### src/rtl/bist_pkg.sv
// ============================================================================
// Module   : bist_pkg
// Purpose  : Shared types and widths for the full-adder BIST controller.
// Revision : 1.0 - initial release
// ============================================================================
`default_nettype none

package bist_pkg;

  localparam int SIG_W  = 4;  // MISR signature width
  localparam int RESP_W = 2;  // CUT response {Cout,Sum}

  typedef enum logic [2:0] {
    IDLE  = 3'd0,
    INIT  = 3'd1,
    RUN   = 3'd2,
    CHECK = 3'd3,
    DONE  = 3'd4
  } state_t;

endpackage

`default_nettype wire

### src/rtl/bist_pattern_counter.sv
// ============================================================================
// Module   : bist_pattern_counter
// Purpose  : Counts RUN cycles; flags the final pattern of the sequence.
// Revision : 1.0 - initial release
// ============================================================================
`default_nettype none

module bist_pattern_counter #(
  parameter int PATTERN_COUNT = 8,
  parameter int CNT_W         = $clog2(PATTERN_COUNT + 1)
) (
  input  logic             clock,
  input  logic             reset,
  input  logic             clr,
  input  logic             en,
  output logic [CNT_W-1:0] cnt,
  output logic             last
);

  localparam logic [CNT_W-1:0] c_last = CNT_W'(PATTERN_COUNT - 1);

  logic [CNT_W-1:0] r_cnt;

  always_ff @(posedge clock or posedge reset) begin
    if (reset) begin
      r_cnt <= '0;
    end else if (clr) begin
      r_cnt <= '0;
    end else if (en) begin
      r_cnt <= r_cnt + CNT_W'(1);
    end
  end

  assign cnt  = r_cnt;
  assign last = (r_cnt == c_last);

endmodule

`default_nettype wire

### src/rtl/bist_controller.sv
// ============================================================================
// Module   : bist_controller
// Purpose  : Sequences TPG -> CUT -> MISR BIST and grades the final signature.
//            Optional macro BIST_SIG_READBACK_EN adds the sig_captured output.
// Revision : 1.0 - initial release
// ============================================================================
`default_nettype none

module bist_controller
  import bist_pkg::*;
#(
  parameter int               PATTERN_COUNT = 8,
  parameter logic [SIG_W-1:0] GOLDEN_SIG    = 4'b0000,
  parameter int               CNT_W         = $clog2(PATTERN_COUNT + 1)
) (
  input  logic             clock,
  input  logic             reset,
  input  logic             start,
  input  logic             abort,
  input  logic [SIG_W-1:0] misr_sig,
  output logic             test_mode,
  output logic             tpg_seed,
  output logic             tpg_en,
  output logic             ora_clr,
  output logic             ora_en,
  output logic             busy,
  output logic             done,
  output logic             pass,
`ifdef BIST_SIG_READBACK_EN
  output logic             fail,
  output logic [SIG_W-1:0] sig_captured
`else
  output logic             fail
`endif
);

  state_t           r_state;
  state_t           w_nextState;
  logic [CNT_W-1:0] w_cnt;
  logic             w_last;
  logic             w_runExit;
  logic             w_match;
  logic             w_active;
  logic             w_grade;
  logic             r_pass;
  logic             r_fail;

  bist_pattern_counter #(
    .PATTERN_COUNT(PATTERN_COUNT),
    .CNT_W        (CNT_W)
  ) u_patternCounter (
    .clock(clock),
    .reset(reset),
    .clr  (r_state == INIT),
    .en   (r_state == RUN),
    .cnt  (w_cnt),
    .last (w_last)
  );

  // The overrun term only matters if the counter is ever upset past the end.
  assign w_runExit = w_last || (w_cnt >= CNT_W'(PATTERN_COUNT));
  assign w_match   = (misr_sig == GOLDEN_SIG);
  assign w_active  = (r_state == INIT) || (r_state == RUN) || (r_state == CHECK);
  assign w_grade   = (r_state == CHECK) && (w_nextState == DONE);

  always_ff @(posedge clock or posedge reset) begin
    if (reset) begin
      r_state <= IDLE;
    end else begin
      r_state <= w_nextState;
    end
  end

  always_comb begin
    w_nextState = r_state;
    case (r_state)
      IDLE:    if (start) w_nextState = INIT;
      INIT:    w_nextState = RUN;
      RUN:     if (w_runExit) w_nextState = CHECK;
      CHECK:   w_nextState = DONE;
      DONE:    if (!start) w_nextState = IDLE;
      default: w_nextState = IDLE;
    endcase
    if (w_active && abort) begin
      w_nextState = IDLE;
    end
  end

  always_comb begin
    test_mode = 1'b0;
    tpg_seed  = 1'b0;
    tpg_en    = 1'b0;
    ora_clr   = 1'b0;
    ora_en    = 1'b0;
    busy      = 1'b0;
    done      = 1'b0;
    case (r_state)
      INIT: begin
        test_mode = 1'b1;
        tpg_seed  = 1'b1;
        ora_clr   = 1'b1;
        busy      = 1'b1;
      end
      RUN: begin
        test_mode = 1'b1;
        tpg_en    = 1'b1;
        ora_en    = 1'b1;
        busy      = 1'b1;
      end
      CHECK: begin
        test_mode = 1'b1;
        busy      = 1'b1;
      end
      DONE:    done = 1'b1;
      default: ;
    endcase
  end

  // Results live only in DONE; any other destination clears them.
  always_ff @(posedge clock or posedge reset) begin
    if (reset) begin
      r_pass <= 1'b0;
      r_fail <= 1'b0;
    end else if (w_grade) begin
      r_pass <= w_match;
      r_fail <= ~w_match;
    end else if (w_nextState != DONE) begin
      r_pass <= 1'b0;
      r_fail <= 1'b0;
    end
  end

  assign pass = r_pass;
  assign fail = r_fail;

`ifdef BIST_SIG_READBACK_EN
  logic [SIG_W-1:0] r_sigCaptured;

  always_ff @(posedge clock or posedge reset) begin
    if (reset) begin
      r_sigCaptured <= '0;
    end else if (r_state == INIT) begin
      r_sigCaptured <= '0;
    end else if (w_grade) begin
      r_sigCaptured <= misr_sig;
    end
  end

  assign sig_captured = r_sigCaptured;
`endif

endmodule

`default_nettype wire

### config.mk
export PLATFORM = sky130hd
export DESIGN_NAME = bist_controller
export DESIGN_NICKNAME = d
export VERILOG_FILES = /design/src/rtl/bist_pkg.sv /design/src/rtl/bist_pattern_counter.sv /design/src/rtl/bist_controller.sv
export SDC_FILE = /design/constraint.sdc
export NUM_CORES = 1
export LEC_CHECK = 0
export BUFFER_PORTS_ARGS = -buffer_cell sky130_fd_sc_hd__buf_2
export CORE_AREA = 3 3 40 42
export DETAILED_ROUTE_END_ITERATION = 8
export DIE_AREA = 0 0 43 45
export PLACE_DENSITY_LB_ADDON = 0.08
export RECOVER_POWER = 100
export SYNTH_ARGS = -nofsm -noshare
export SYNTH_HDL_FRONTEND = slang
export SYNTH_SLANG_ARGS = --single-unit
### constraint.sdc
create_clock -name clock -period 2 [get_ports clock]
set_input_delay 0 -clock clock [delete_from_list [all_inputs] [get_ports clock]]
set_output_delay 0 -clock clock [all_outputs]
set_load 0.01 [all_outputs]
==> results of run 1 <==
## through the flow
stage / hold WS [ns] / power [W] / util [%] / worst slack, ns / cells
final: 0.0459 / 0.000645 / 47.4 / 0.501 / 85
after detailed placement: -0.0146 / 0.000540 / 45.0 / 0.579 / 79
after floorplan: -0.172 / 0.000491 / - / 0.636 / 52
after global placement: -0.0152 / 0.000538 / 45.0 / 0.607 / 79
after global routing: 0.0850 / 0.000700 / 47.4 / 0.400 / 85
after CTS: 0.0439 / 0.000685 / 48.6 / 0.556 / 85
## registers in the layout, indices dropped and copies added (netlist names)
signal	count
fail	1
pass	1
r_state	3
u_patternCounter.cnt	4
## cells by family after synthesis
kind of cell	count (synthesis)	share of synthesized area (%)
buf+inv	12	11.8
simple gates	19	20.9
xor+xnor	1	1.72
compound gates	6	7.12
fa+ha+maj	2	4.91
mux	3	9.34
flops	9	44.2
## Yosys cell counts
| library cell | number | area [sq um] |
|---|---|---|
| a21oi_1 | 1 | 5.00 |
| a22o_1 | 1 | 8.76 |
| and2_1 | 1 | 6.26 |
| buf_4 | 4 | 30.0 |
| dfrtp_1 | 9 | 225 |
| ha_1 | 2 | 25.0 |
| inv_1 | 7 | 26.3 |
| inv_2 | 1 | 3.75 |
| mux2_4 | 1 | 15.0 |
| mux2i_1 | 1 | 10.0 |
| mux2i_4 | 1 | 22.5 |
| nand2_1 | 3 | 11.3 |
| nand3_1 | 3 | 15.0 |
| nand4_1 | 2 | 12.5 |
| nor2_1 | 4 | 15.0 |
| nor3_1 | 1 | 5.00 |
| nor3b_1 | 1 | 7.51 |
| nor4_1 | 1 | 6.26 |
| o21ai_0 | 2 | 10.0 |
| o22ai_1 | 2 | 12.5 |
| or2b_1 | 1 | 7.51 |
| or3b_1 | 1 | 8.76 |
| or3b_4 | 1 | 11.3 |
| xnor2_1 | 1 | 8.76 |
## worst max-delay path: cells and delay by family, from the launching register on
kind	cells	cell delay (ns)
flip-flops	1	0.47
buffers and inverters	2	0.34
AND/OR/NAND/NOR	1	0.43
## power by group
part	leakage [nW]	internal [W]	switching, W
Sequential	0.122	0.000218	0.0000551
Clock	0.0150	0.0000767	0.0000610
Combinational	0.169	0.000102	0.000134
Total	0.306	0.000396	0.000250
## routing by layer
metal  vias up  global-route usage, %
met5         -                      0
met4         0                   9.04
met3         4                   2.39
met2        16                   18.6
met1       181                   15.8
li1        207                      -
## area by class of cell
cell class / count / area [sq um]
sequential: 9 / 225
inverter: 8 / 30.0
tap: 15 / 18.8
timing repair buffer: 18 / 91.3
fill: 154 / 676
clock buffer: 4 / 26.3
multi-input combinational: 31 / 218
## timing repair
item / CTS / global route
buffers inserted: 0 / 0
hold endpoints to repair: 10 / 0
resized for setup: 0 / 0
hold buffers: 2 / 0
## path summary, 6_finish.rpt
| check | end | slack (ns) | startpoint |
|---|---|---|---|
| worst max-delay path | ora_en | 0.50 | r_state[1]$_DFF_PP0_ |
| worst min-delay path | fail$_DFFE_PP0P_ | 0.05 | misr_sig[3] |
| worst max register to register | u_patternCounter.cnt[2]$_DFFE_PP0P_ | 0.51 | r_state[1]$_DFF_PP0_ |
| worst min register to register | u_patternCounter.cnt[3]$_DFFE_PP0P_ | 0.48 | u_patternCounter.cnt[3]$_DFFE_PP0P_ |
| max in group asynchronous | u_patternCounter.cnt[2]$_DFFE_PP0P_ | 1.50 | reset |
| min in group asynchronous | pass$_DFFE_PP0P_ | 0.24 | reset |
==> out/qor.txt, run 1 <==
commonest cells after routing, fill and taps aside - 9 x dfrtp_1, 9 x buf_2, 8 x inv_1, 8 x clkbuf_1, 4 x nor2_1
kind of critical path - flip-flop to output port
CP Data Arrival Time - 1.50 ns
Crit Path Max Fanout - 8
routed wl met2 - 427 microns
Max IR drop VDD - 0.000450 V
Final Hold Fails - 0
Initial Util - 39.6%
first-pass GRT wire length - 1710 microns
met1 wire length - 443 microns
endpoints failing setup - 0
syn nets - 62
clock root cell - clkbuf_4
flops & latches, synth - 9
H-Tree Depth - 1
DRT iter0 DRCs - 5
final net count - 81
DRC viols - 0
Yosys warnings - 0
ANT cells - 0
Critical Path Sink Type - output port
mapped cell area - 509 sq um
largest net degree at the start of global routing - 10
area delta synth->final - 19.7%
CP Data Required Time - 2.00 ns
core box area - 1280 sq um
hpwl dp - 782 microns
drt first pass iters - 3
WL/cell - 11.5 microns
Cell variety after synth - 24
Cells on Worst Hold Path - 3
Largest stage delay, worst path - 0.47 ns
Die X - 43 microns
RSZ-0062 raised after global routing - false
Hold WC Path Type - input pin to flip-flop
top routing layer in use - met4
Setup TNS - 0 ns
status - completed
skew final - 0.00390 ns
Worst-path clk slew - 0.06 ns
Post-Synthesis Cells - 52
Total GRT Usage - 12.3%
routability cong. - 0.649
Tmin final - 1.50 ns
crit path cell chain - or3b_1 > inv_1 > clkbuf_1
via/cell ratio - 4.80
I/O Pins - 17
CTS tree - done
die height - 45 microns
slowest cell on the critical path - dfrtp_1
Mapped Avg Cell Area - 9.79 sq um
Reg2Reg Depth - 3
Slew @ Worst Pin - 0.342 ns
fmax - 0.667 GHz
layout cells sized above 1 - 18.6%
Finished Cell Area - 609 sq um
worst-skew pair later-pin latency - 0.26 ns
slew margin rel. - 77.0%
vias in the first global route - 376
Die Area - 1940 sq um
Vias - 408
Max-Cap Viols - 0
antenna violations before repair - 0
Num CTS Buffers - 3
routed wire length - 978 microns
IO Port Bufs - 16
grt ovf - 0
row cnt - 13
Power Dens Cells - 1060 nW/um^2
Leakage - 0.306 nW
clk sink count - 9
Seq/Total Area, Yosys - 44.2%
Setup crit start kind - flip-flop
Final Cycle Share - 74.9%
Post-DP Area - 578 sq um
clk buf depth - 2
fin. max-slew vios - 0
ANT nets after route - 0
WL met3 - 80 microns
No activity file was read; power rests on OpenSTA's default activity.
==> inputs of run 2 (changes only) <==
Clock period 2 ns to 1.5 ns, I/O delays scaled along.
==> out/qor.txt, run 2 (same netlist as run 1, synthesis figures left out) <==
filler instances - 125
Crit Path Max Fanout - 4
core box area - 1280 sq um
layout cells sized above 1 - 24.7%
routability cong. - 0.688
vias in the first global route - 379
Initial Util - 39.6%
row cnt - 13
Leakage - 0.321 nW
Total GRT Usage - 10.0%
clk buf depth - 2
Max-Cap Viols - 0
RSZ-0062 raised after global routing - false
skew final - 0.00410 ns
first-pass GRT wire length - 1460 microns
Finished Cell Area - 634 sq um
Setup TNS - 0 ns
Tmin final - 1.37 ns
min setup slack post-route - 0.135 ns
WL/cell - 9.84 microns
Final Cycle Share - 91.0%
status - completed
H-Tree Depth - 1
Post-DP Area - 601 sq um
routed wire length - 866 microns
worst-skew pair later-pin latency - 0.26 ns
grt ovf - 0
via/cell ratio - 4.66
antenna violations before repair - 0
I/O Pins - 17
largest net degree at the start of global routing - 10
DRC viols - 0
endpoints failing setup - 0
Final Hold Fails - 0
Num CTS Buffers - 3
Slew @ Worst Pin - 0.334 ns
worst slack, placed - 0.161 ns
final net count - 84
Critical Path Sink Type - output port
max reg flops - 4
Worst-path clk slew - 0.06 ns
area delta synth->final - 24.6%
commonest cells after routing, fill and taps aside - 9 x clkbuf_1, 9 x dfrtp_1, 9 x buf_2, 7 x inv_1, 4 x nor2_1
final hold slack - 0.0458 ns
fin. max-slew vios - 0
Setup crit start kind - flip-flop
fmax - 0.732 GHz
clk sink count - 9
Die Area - 1940 sq um
kind of critical path - flip-flop to output port
Vias - 410
DRT iter0 DRCs - 4
Sequential cell area - 225 sq um
Hold WC Path Type - input pin to flip-flop
fin util - 49.4%
ANT nets after route - 0
hpwl dp - 699 microns
Die X - 43 microns
multi-input gate area in the final layout - 224 sq um
CTS tree - done
clock root cell - clkbuf_4
CP Data Required Time - 1.50 ns
ANT cells - 0
IO Port Bufs - 16
slew margin rel. - 77.5%
Power Dens Cells - 1420 nW/um^2
die height - 45 microns
CP Data Arrival Time - 1.37 ns
Max IR drop VDD - 0.000710 V
drt first pass iters - 4
[run 2: cell types whose count changed in the layout (fill, tap and decap cells not counted)]
cell and delta:
buf_4 +2, clkbuf_1 +1, inv_1 -1, inv_2 +1, mux2_1 -1, mux2_4 +1
or3b_1 -1, or3b_4 +1
[run 2: path summary, 6_finish.rpt]
kind | startpoint | end | slack, ns | cells past startpoint
min in group asynchronous | reset | u_patternCounter.cnt[3]$_DFFE_PP0P_ | 0.23 | 3
worst max-delay path | r_state[2]$_DFF_PP0_ | tpg_seed | 0.13 | 3
worst min-delay path | misr_sig[2] | fail$_DFFE_PP0P_ | 0.05 | 3
worst min register to register | u_patternCounter.cnt[3]$_DFFE_PP0P_ | u_patternCounter.cnt[3]$_DFFE_PP0P_ | 0.47 | 1
max in group asynchronous | reset | fail$_DFFE_PP0P_ | 1.02 | 3
worst max register to register | r_state[2]$_DFF_PP0_ | u_patternCounter.cnt[2]$_DFFE_PP0P_ | 0.16 | 3
[run 2: timing repair]
| item | CTS | global route |
|---|---|---|
| hold buffers | 2 | 0 |
| gates resized for setup | 0 | 0 |
| buffers inserted | 0 | 0 |
| hold endpoints to repair | 10 | 0 |
[run 2: critical path, cell delays in order (launching register included)]
cell and delay (ns):
dfrtp_1 0.39, or3b_1 0.43, inv_1 0.13, clkbuf_1 0.16
[run 2: cell type report]
cell class                      count  area share [%]
Multi-Input combinational cell     31            35.3
Inverter                            8            4.73
Tap cell                           15            2.96
Timing Repair Buffer               21            17.4
Sequential cell                     9            35.5
Clock buffer                        4            4.14
[run 2: power by group]
group          internal, W  switching (W)
sequential        0.000290      0.0000416
clock             0.000102      0.0000812
combinational     0.000174       0.000208
total             0.000567       0.000331
[run 2: stage by stage]
step                      power (W)  std cells
after floorplan            0.000655         52
after global placement     0.000744         82
after detailed placement   0.000745         82
after CTS                  0.000939         88
after global routing       0.000970         88
final                      0.000898         88
[run 2: per-layer routing]
metal	vias to the layer above	global-route usage [%]	share of wire, %
met5	-	0	0
met4	0	5.42	0
met3	0	2.79	7.5
met2	14	17.7	48
met1	182	10.9	44
li1	214	-	-
==> inputs of run 3 (changes only) <==
Settings changed: CELL_PAD_IN_SITES_DETAIL_PLACEMENT set to 1, CELL_PAD_IN_SITES_GLOBAL_PLACEMENT set to 1, CORE_AREA 3 3 40 42 to unset, CORE_UTILIZATION set to 34, DIE_AREA 0 0 43 45 to unset.
==> out/qor.txt, run 3 (same netlist as run 1, synthesis figures left out) <==
status - completed
Net Sw Frac - 37.8%
Power Dens Cells - 1420 nW/um^2
H-Tree Depth - 1
antenna violations before repair - 0
largest net degree at the start of global routing - 10
Critical Path Sink Type - flip-flop
CTS tree - done
Finished Cell Area - 633 sq um
ANT nets after route - 0
Crit Path Max Fanout - 4
commonest cells after routing, fill and taps aside - 10 x buf_2, 9 x dfrtp_1, 8 x clkbuf_1, 7 x inv_1, 4 x nor2_1
final net count - 84
placed insts - 82
Leakage - 0.323 nW
routed wire length - 1060 microns
Setup crit start kind - flip-flop
core box area - 1350 sq um
row cnt - 13
kind of critical path - flip-flop to flip-flop
WL/cell - 12.0 microns
Max-Cap Viols - 0
grt ovf - 0
Hold WC Path Type - input pin to flip-flop
IO Port Bufs - 16
commonest non-fill, non-tap cell in the layout - buf_2
CP Data Arrival Time - 1.57 ns
slew margin rel. - 77.1%
R2R Setup Slk - 0.11 ns
Combinational Power Share - 42.5%
worst-skew pair later-pin latency - 0.26 ns
P_int - 0.000561 W
first-pass GRT wire length - 1690 microns
DRC viols - 0
ANT cells - 0
worst slack, placed - 0.162 ns
Non-Filler Instances - 88
vias in the first global route - 434
Die Area - 1660 sq um
I/O Pins - 17
clk sink count - 9
RSZ-0062 raised after global routing - false
endpoints failing setup - 0
Tmin final - 1.39 ns
max reg flops - 4
via/cell ratio - 4.93
die height - 40.7 microns
layout cells sized above 1 - 24.7%
Flop pwr share - 36.9%
Initial Util - 37.7%
min setup slack post-route - 0.108 ns
clock root cell - clkbuf_4
fin util - 46.9%
CP Data Required Time - 1.68 ns
Max IR drop VDD - 0.000459 V
skew final - 0.00106 ns
filler instances - 175
Post-DP Area - 601 sq um
Worst-path clk slew - 0.06 ns
fmax - 0.719 GHz
clk buf depth - 2
Total GRT Usage - 16.2%
Final Hold Fails - 0
drt first pass iters - 2
# hold bufs at CTS - 2
Final Cycle Share - 92.8%
Setup TNS - 0 ns
hpwl dp - 887 microns
DRT iter0 DRCs - 5
area delta synth->final - 24.3%
Vias - 434
PostCTS Resize Cnt - 0
clock power share - 20.6%
Switch Pwr - 0.000341 W
routability cong. - 0.651
Num CTS Buffers - 3
fin. max-slew vios - 0
postcts setup bufs - 0
Slew @ Worst Pin - 0.343 ns
Die X - 40.7 microns
## run 3: power by group through the flow
stage / clock (W) / combinational [W] / sequential (W)
after global placement: 0 / 0.000413 / 0.000338
after detailed placement: 0 / 0.000417 / 0.000340
after floorplan: 0 / 0.000318 / 0.000337
after CTS: 0.000197 / 0.000423 / 0.000335
after global routing: 0.000205 / 0.000437 / 0.000338
final: 0.000186 / 0.000383 / 0.000333
## run 3: path summary, 6_finish.rpt
path | from | end | cells past startpoint
min reg2reg | u_patternCounter.cnt[3]$_DFFE_PP0P_ | u_patternCounter.cnt[3]$_DFFE_PP0P_ | 1
max reg2reg | r_state[2]$_DFF_PP0_ | u_patternCounter.cnt[2]$_DFFE_PP0P_ | 3
max | r_state[2]$_DFF_PP0_ | u_patternCounter.cnt[2]$_DFFE_PP0P_ | 3
max in group asynchronous | reset | r_state[2]$_DFF_PP0_ | 3
min in group asynchronous | reset | r_state[0]$_DFF_PP0_ | 3
min | misr_sig[2] | fail$_DFFE_PP0P_ | 3
## run 3: through the flow
step / hold slack (ns) / total power (W)
3_5_place_dp: -0.00799 / 0.000756
6_report: 0.0251 / 0.000902
2_1_floorplan: -0.172 / 0.000655
5_1_grt: 0.0655 / 0.000980
4_1_cts: 0.0179 / 0.000955
3_3_place_gp: -0.0155 / 0.000751
## run 3: critical path, stage by stage, from the launching register on
cell and delay (ns):
dfrtp_1 0.38, or3b_1 0.47, mux2_4 0.34, mux2i_4 0.13
## run 3: layout make-up
type                            count  area, sq um  share of cell area, %
Timing Repair Buffer               21          111                   17.6
Clock buffer                        4         26.3                   4.15
Tap cell                           15         18.8                   2.96
Multi-Input combinational cell     31          221                   35.0
Inverter                            8         30.0                   4.74
Sequential cell                     9          225                   35.6
## run 3: per-layer routing
| layer | up-vias | global-route usage, % | wire length (microns) |
|---|---|---|---|
| met5 | - | 0 | 0 |
| met4 | 0 | 12.5 | 11 |
| met3 | 2 | 3.26 | 46 |
| met2 | 13 | 29.0 | 574 |
| met1 | 207 | 16.2 | 426 |
| li1 | 212 | - | - |
